$ cat src/rtl/rr_arbiter_n.sv
// N-requester round-robin arbiter with bounded grant hold and registered outputs.
// The owner keeps the grant for up to MAX_HOLD cycles; on release it becomes lowest priority.
module rr_arbiter_n #(
   parameter int N        = 4,
   parameter int MAX_HOLD = 4,
   parameter int ID_W     = $clog2(N)
) (
   input  logic            clk,
   input  logic            reset,
   input  logic [N-1:0]    req,
   output logic [N-1:0]    grant,
   output logic            grant_valid,
   output logic [ID_W-1:0] grant_id
);

   localparam int CNT_W = $clog2(MAX_HOLD + 1);
   localparam int SUM_W = ID_W + 1;
   localparam logic [N-1:0] GNT_LSB = {{(N-1){1'b0}}, 1'b1};

   typedef enum logic {IDLE = 1'b0, BUSY = 1'b1} state_t;

   typedef struct packed {
      logic            found;
      logic [ID_W-1:0] idx;
   } pick_t;

   // First set bit of r scanning upward from p, wrapping modulo N. Scanning in
   // reverse lets the smallest offset from p overwrite any later candidate.
   function automatic pick_t rr_pick(input logic [N-1:0] r, input logic [ID_W-1:0] p);
      pick_t            res;
      logic [SUM_W-1:0] sum;
      logic [ID_W-1:0]  idx;
      res = '0;
      for (int i = N - 1; i >= 0; i--) begin
         sum = {1'b0, p} + SUM_W'(i);
         idx = (sum >= SUM_W'(N)) ? ID_W'(sum - SUM_W'(N)) : ID_W'(sum);
         res = r[idx] ? {1'b1, idx} : res;
      end
      return res;
   endfunction

   state_t           state_r;
   logic [ID_W-1:0]  ptr_r;
   logic [ID_W-1:0]  owner_r;
   logic [CNT_W-1:0] cnt_r;
   logic [N-1:0]     grant_r;
   logic             valid_r;

   state_t           state_next_s;
   logic [ID_W-1:0]  ptr_next_s;
   logic [ID_W-1:0]  owner_next_s;
   logic [CNT_W-1:0] cnt_next_s;
   logic [N-1:0]     grant_next_s;
   logic             valid_next_s;
   logic [ID_W-1:0]  rel_ptr_s;
   pick_t            pick_idle_s;
   pick_t            pick_rel_s;

   // Next-state and next-output logic for the IDLE/BUSY arbiter.
   always_comb begin
      state_next_s = state_r;
      ptr_next_s   = ptr_r;
      owner_next_s = owner_r;
      cnt_next_s   = cnt_r;
      grant_next_s = grant_r;
      valid_next_s = valid_r;
      rel_ptr_s    = (owner_r == ID_W'(N - 1)) ? '0 : owner_r + ID_W'(1);
      pick_idle_s  = rr_pick(req, ptr_r);
      pick_rel_s   = rr_pick(req, rel_ptr_s);

      case (state_r)
         IDLE: begin
            if (pick_idle_s.found) begin
               state_next_s = BUSY;
               owner_next_s = pick_idle_s.idx;
               cnt_next_s   = CNT_W'(1);
               grant_next_s = GNT_LSB << pick_idle_s.idx;
               valid_next_s = 1'b1;
            end else begin
               state_next_s = IDLE;
               owner_next_s = '0;
               cnt_next_s   = '0;
               grant_next_s = '0;
               valid_next_s = 1'b0;
            end
         end
         BUSY: begin
            if (req[owner_r] && (cnt_r < CNT_W'(MAX_HOLD))) begin
               cnt_next_s = cnt_r + CNT_W'(1);
            end else begin
               // Release: handover in the same edge, the old owner now ranks last.
               ptr_next_s = rel_ptr_s;
               if (pick_rel_s.found) begin
                  state_next_s = BUSY;
                  owner_next_s = pick_rel_s.idx;
                  cnt_next_s   = CNT_W'(1);
                  grant_next_s = GNT_LSB << pick_rel_s.idx;
                  valid_next_s = 1'b1;
               end else begin
                  state_next_s = IDLE;
                  owner_next_s = '0;
                  cnt_next_s   = '0;
                  grant_next_s = '0;
                  valid_next_s = 1'b0;
               end
            end
         end
         default: begin
            state_next_s = IDLE;
            ptr_next_s   = '0;
            owner_next_s = '0;
            cnt_next_s   = '0;
            grant_next_s = '0;
            valid_next_s = 1'b0;
         end
      endcase
   end

   // State and output registers with synchronous reset.
   always_ff @(posedge clk) begin
      if (reset) begin
         state_r <= IDLE;
         ptr_r   <= '0;
         owner_r <= '0;
         cnt_r   <= '0;
         grant_r <= '0;
         valid_r <= 1'b0;
      end else begin
         state_r <= state_next_s;
         ptr_r   <= ptr_next_s;
         owner_r <= owner_next_s;
         cnt_r   <= cnt_next_s;
         grant_r <= grant_next_s;
         valid_r <= valid_next_s;
      end
   end

   assign grant       = grant_r;
   assign grant_valid = valid_r;
   assign grant_id    = owner_r;

endmodule
$ cat config.mk
export PLATFORM = sky130hd
export DESIGN_NAME = rr_arbiter_n
export DESIGN_NICKNAME = d
export VERILOG_FILES = /design/src/rtl/rr_arbiter_n.sv
export SDC_FILE = /design/constraint.sdc
export NUM_CORES = 1
export LEC_CHECK = 0
export BUFFER_PORTS_ARGS = -buffer_cell sky130_fd_sc_hd__buf_2
export CORE_MARGIN = 2
export CORE_UTILIZATION = 49
export CTS_CLUSTER_SIZE = 24
export DETAILED_ROUTE_END_ITERATION = 8
export GPL_TIMING_DRIVEN = 0
export HOLD_SLACK_MARGIN = 0.05
export PLACE_DENSITY = 0.73
export SLEW_MARGIN = 0
export SYNTH_ARGS = -nofsm -noshare
export SYNTH_HDL_FRONTEND = slang
export SYNTH_SLANG_ARGS = --single-unit
export TNS_END_PERCENT = 100
$ cat constraint.sdc
create_clock -name clk -period 1.59 [get_ports clk]
set_clock_uncertainty 0.1 [all_clocks]
set_input_delay 0.318 -clock clk [delete_from_list [all_inputs] [get_ports clk]]
set_output_delay 0.318 -clock clk [all_outputs]
set_load 0.01 [all_outputs]
==> flow_metrics.tcl <==
set metrics [dict create \
    status "complete, but fails checks" \
    violations "negative setup slack" \
    finalSetupTns_ns -0.975 \
    power.density_nw_per_um2 953 \
    rrSetupSlack_ns -0.14 \
    avgSynthCellArea_sq_um 9.55 \
    ys_ff_latch 13 \
    synth_edf_count 0 \
    antenna_found_initial 0 \
    via_count 729 \
    route.detailed.drc 0 \
    grt_max_degree 11 \
    synth_cells 88 \
    io_buffers 10 \
    io_pins 13 \
    hpwlAfterDp_mm 1.21 \
    path_cells "mux4_2 -> nor2b_4 -> nand2_4 -> buf_4 -> nor2_1 -> a211oi_1" \
    diodes 0 \
    crit_buf_inv 1 \
    gp_congestion 0.740 \
    rsz0062_at_grt "true" \
    syn_area_sq_um 841 \
    syn_to_final_growth_pct 40.5 \
    setup_violations 11 \
    fin_util_pct 75.8 \
    drtIter0Drc 5 \
    die_h_um 45.4 \
    initial_core_util_pct 53.9 \
    worst_slack_ns -0.142 \
    ys_seq_area_share_pct 31.0 \
    ant_nets 0 \
    nets 123 \
    layout.cells.non_filler 130 \
    numCtsBuffers 3 \
    cts.path.max_buffers 2 \
    end_kind "flop" \
    hold_violations 0 \
    dp_cells 114 \
    ys.flop_type "dfxtp_1" \
    first_pass_iters 4 \
    arrival_ns 1.82 \
    crit_required_ns 1.68 \
    leakage_nw 0.473 \
    track_usage_pct 22.2 \
    drv_slew 0 \
    yosys.cell_types.count 41 \
    period_minus_slack_ns 1.73 \
    wirelength_mm 1.92 \
    drive_above_1_share_pct 53.5 \
    max_freq_ghz 0.577 \
    clk_latency_ns 0.28 \
    path_clk_slew_ns 0.08 \
    final_common_cell "nor2_1" \
    crit_slowest_cell "mux4_2" \
    grt_overflow 0 \
    synthArstFlopShare_pct 0 \
    yosys_warnings 0 \
    num_rows 14 \
    grt_pass1_wl_mm 3.24 \
    hp-class "in2reg" \
    fin_hold_ws_ns 0.116 \
    crit_type "reg2reg" \
    cp_top_family "multiplexers" \
    setup.worst_path.start_class "flop" \
    detail_route.vias_per_cell 5.61 \
    fin_crit_sh_pct 109 \
    final_cell_mix "nor2_1 (12), buf_2 (10), dfxtp_1 (9)" \
    root_buffer "clkbuf_4" \
    ir_drop_mv 0.642 \
    fp.dieW_um 45.4 \
    dieArea_sq_um 2060 \
    coreArea_sq_um 1560 \
    cts_tree "yes" \
    relSlewSlack_pct 70.7 \
    synth_fp_nets 96 \
    wl_per_cell_um 14.8 \
    grt_pass1_vias 694 \
    cap_violations 0 \
    htree_levels 1 \
    tightest_slew_ns 0.440 \
    clkSinkCount 13 \
    crit_fanout 6 \
    hold_buffers 0 \
    cpPeakStageDelay_ns 0.51 \
]
## state kept, by name, summed over array words and instances (netlist names)
signal,count
grant_valid,1
cnt_r,3
state_r,1
grant,4
ptr_r,2
grant_id,2
## timing repair
| item | CTS | global route |
|---|---|---|
| endpoints found under the setup margin | 8 | 11 |
| resized for setup | 14 | 12 |
| pin swaps | 10 | 11 |
| buffers inserted | 7 | 5 |
| hold endpoints to repair | 0 | 0 |
## cell usage after synthesis (2+ instances only)
cell	count	area, sq um
dfxtp_1	13	260
nor2_1	12	45.0
a21oi_1	5	25.0
a211oi_1	4	30.0
o21ai_0	4	20.0
a311oi_1	3	26.3
inv_1	3	11.3
mux2i_1	3	30.0
nand2b_1	3	18.8
buf_6	2	22.5
ha_1	2	25.0
nand2_1	2	7.51
nand3b_1	2	15.0
nor3_1	2	10.0
o21ba_2	2	20.0
## cell families (layout without fill, tap and decap cells)
logic type / after synthesis / in the layout / share of synthesized area [%]
compound gates: 24 / 24 / 23.4
fa+ha+maj: 2 / 2 / 2.98
simple gates: 36 / 36 / 27.7
mux: 4 / 4 / 6.70
flops: 13 / 13 / 31.0
buf+inv: 8 / 34 / 7.29
xor+xnor: 1 / 1 / 1.04
## power breakdown
group,internal [mW],switching (mW)
sequential,0.364,0.0308
combinational,0.296,0.232
clock,0.0976,0.105
## layout make-up
cell class,instances,area [sq um]
fill,100,378
tap,16,20.0
timing repair buffer,22,164
sequential,13,270
inverter,3,11.3
multi-input combinational,67,624
clock buffer,4,26.3
buffer,5,65.1
## worst register-to-register path, stage by stage (launching register included)
cell and delay (ns):
dfxtp_4 0.38, mux4_2 0.51, nor2b_4 0.16, nand2_4 0.10, buf_4 0.12, nor2_1 0.04, a211oi_1 0.22
## metrics by stage
stage	cell area (sq um)	setup WS (ns)	power (mW)
after detailed placement	942	-0.299	0.731
after global routing	1180	-0.243	1.20
final	1180	-0.142	1.13
after global placement	942	-0.250	0.724
after floorplan	872	-0.0630	0.654
after CTS	1100	-0.118	1.04
## final timing paths
check,from,endpoint,cells after the start
max reg2reg,grant_id[1],grant_id[0],6
max,grant_id[1],grant_id[0],6
min,reset,grant[2],2
min reg2reg,grant_valid,grant_valid,1
## metal layers
layer,up-vias,GRT usage (%),wire (um)
li1,372,-,-
met1,342,28.6,909
met2,11,35.2,923
met3,4,7.14,58
met4,0,6.47,26
met5,-,0,0
No activity file was read; power rests on OpenSTA's default activity.
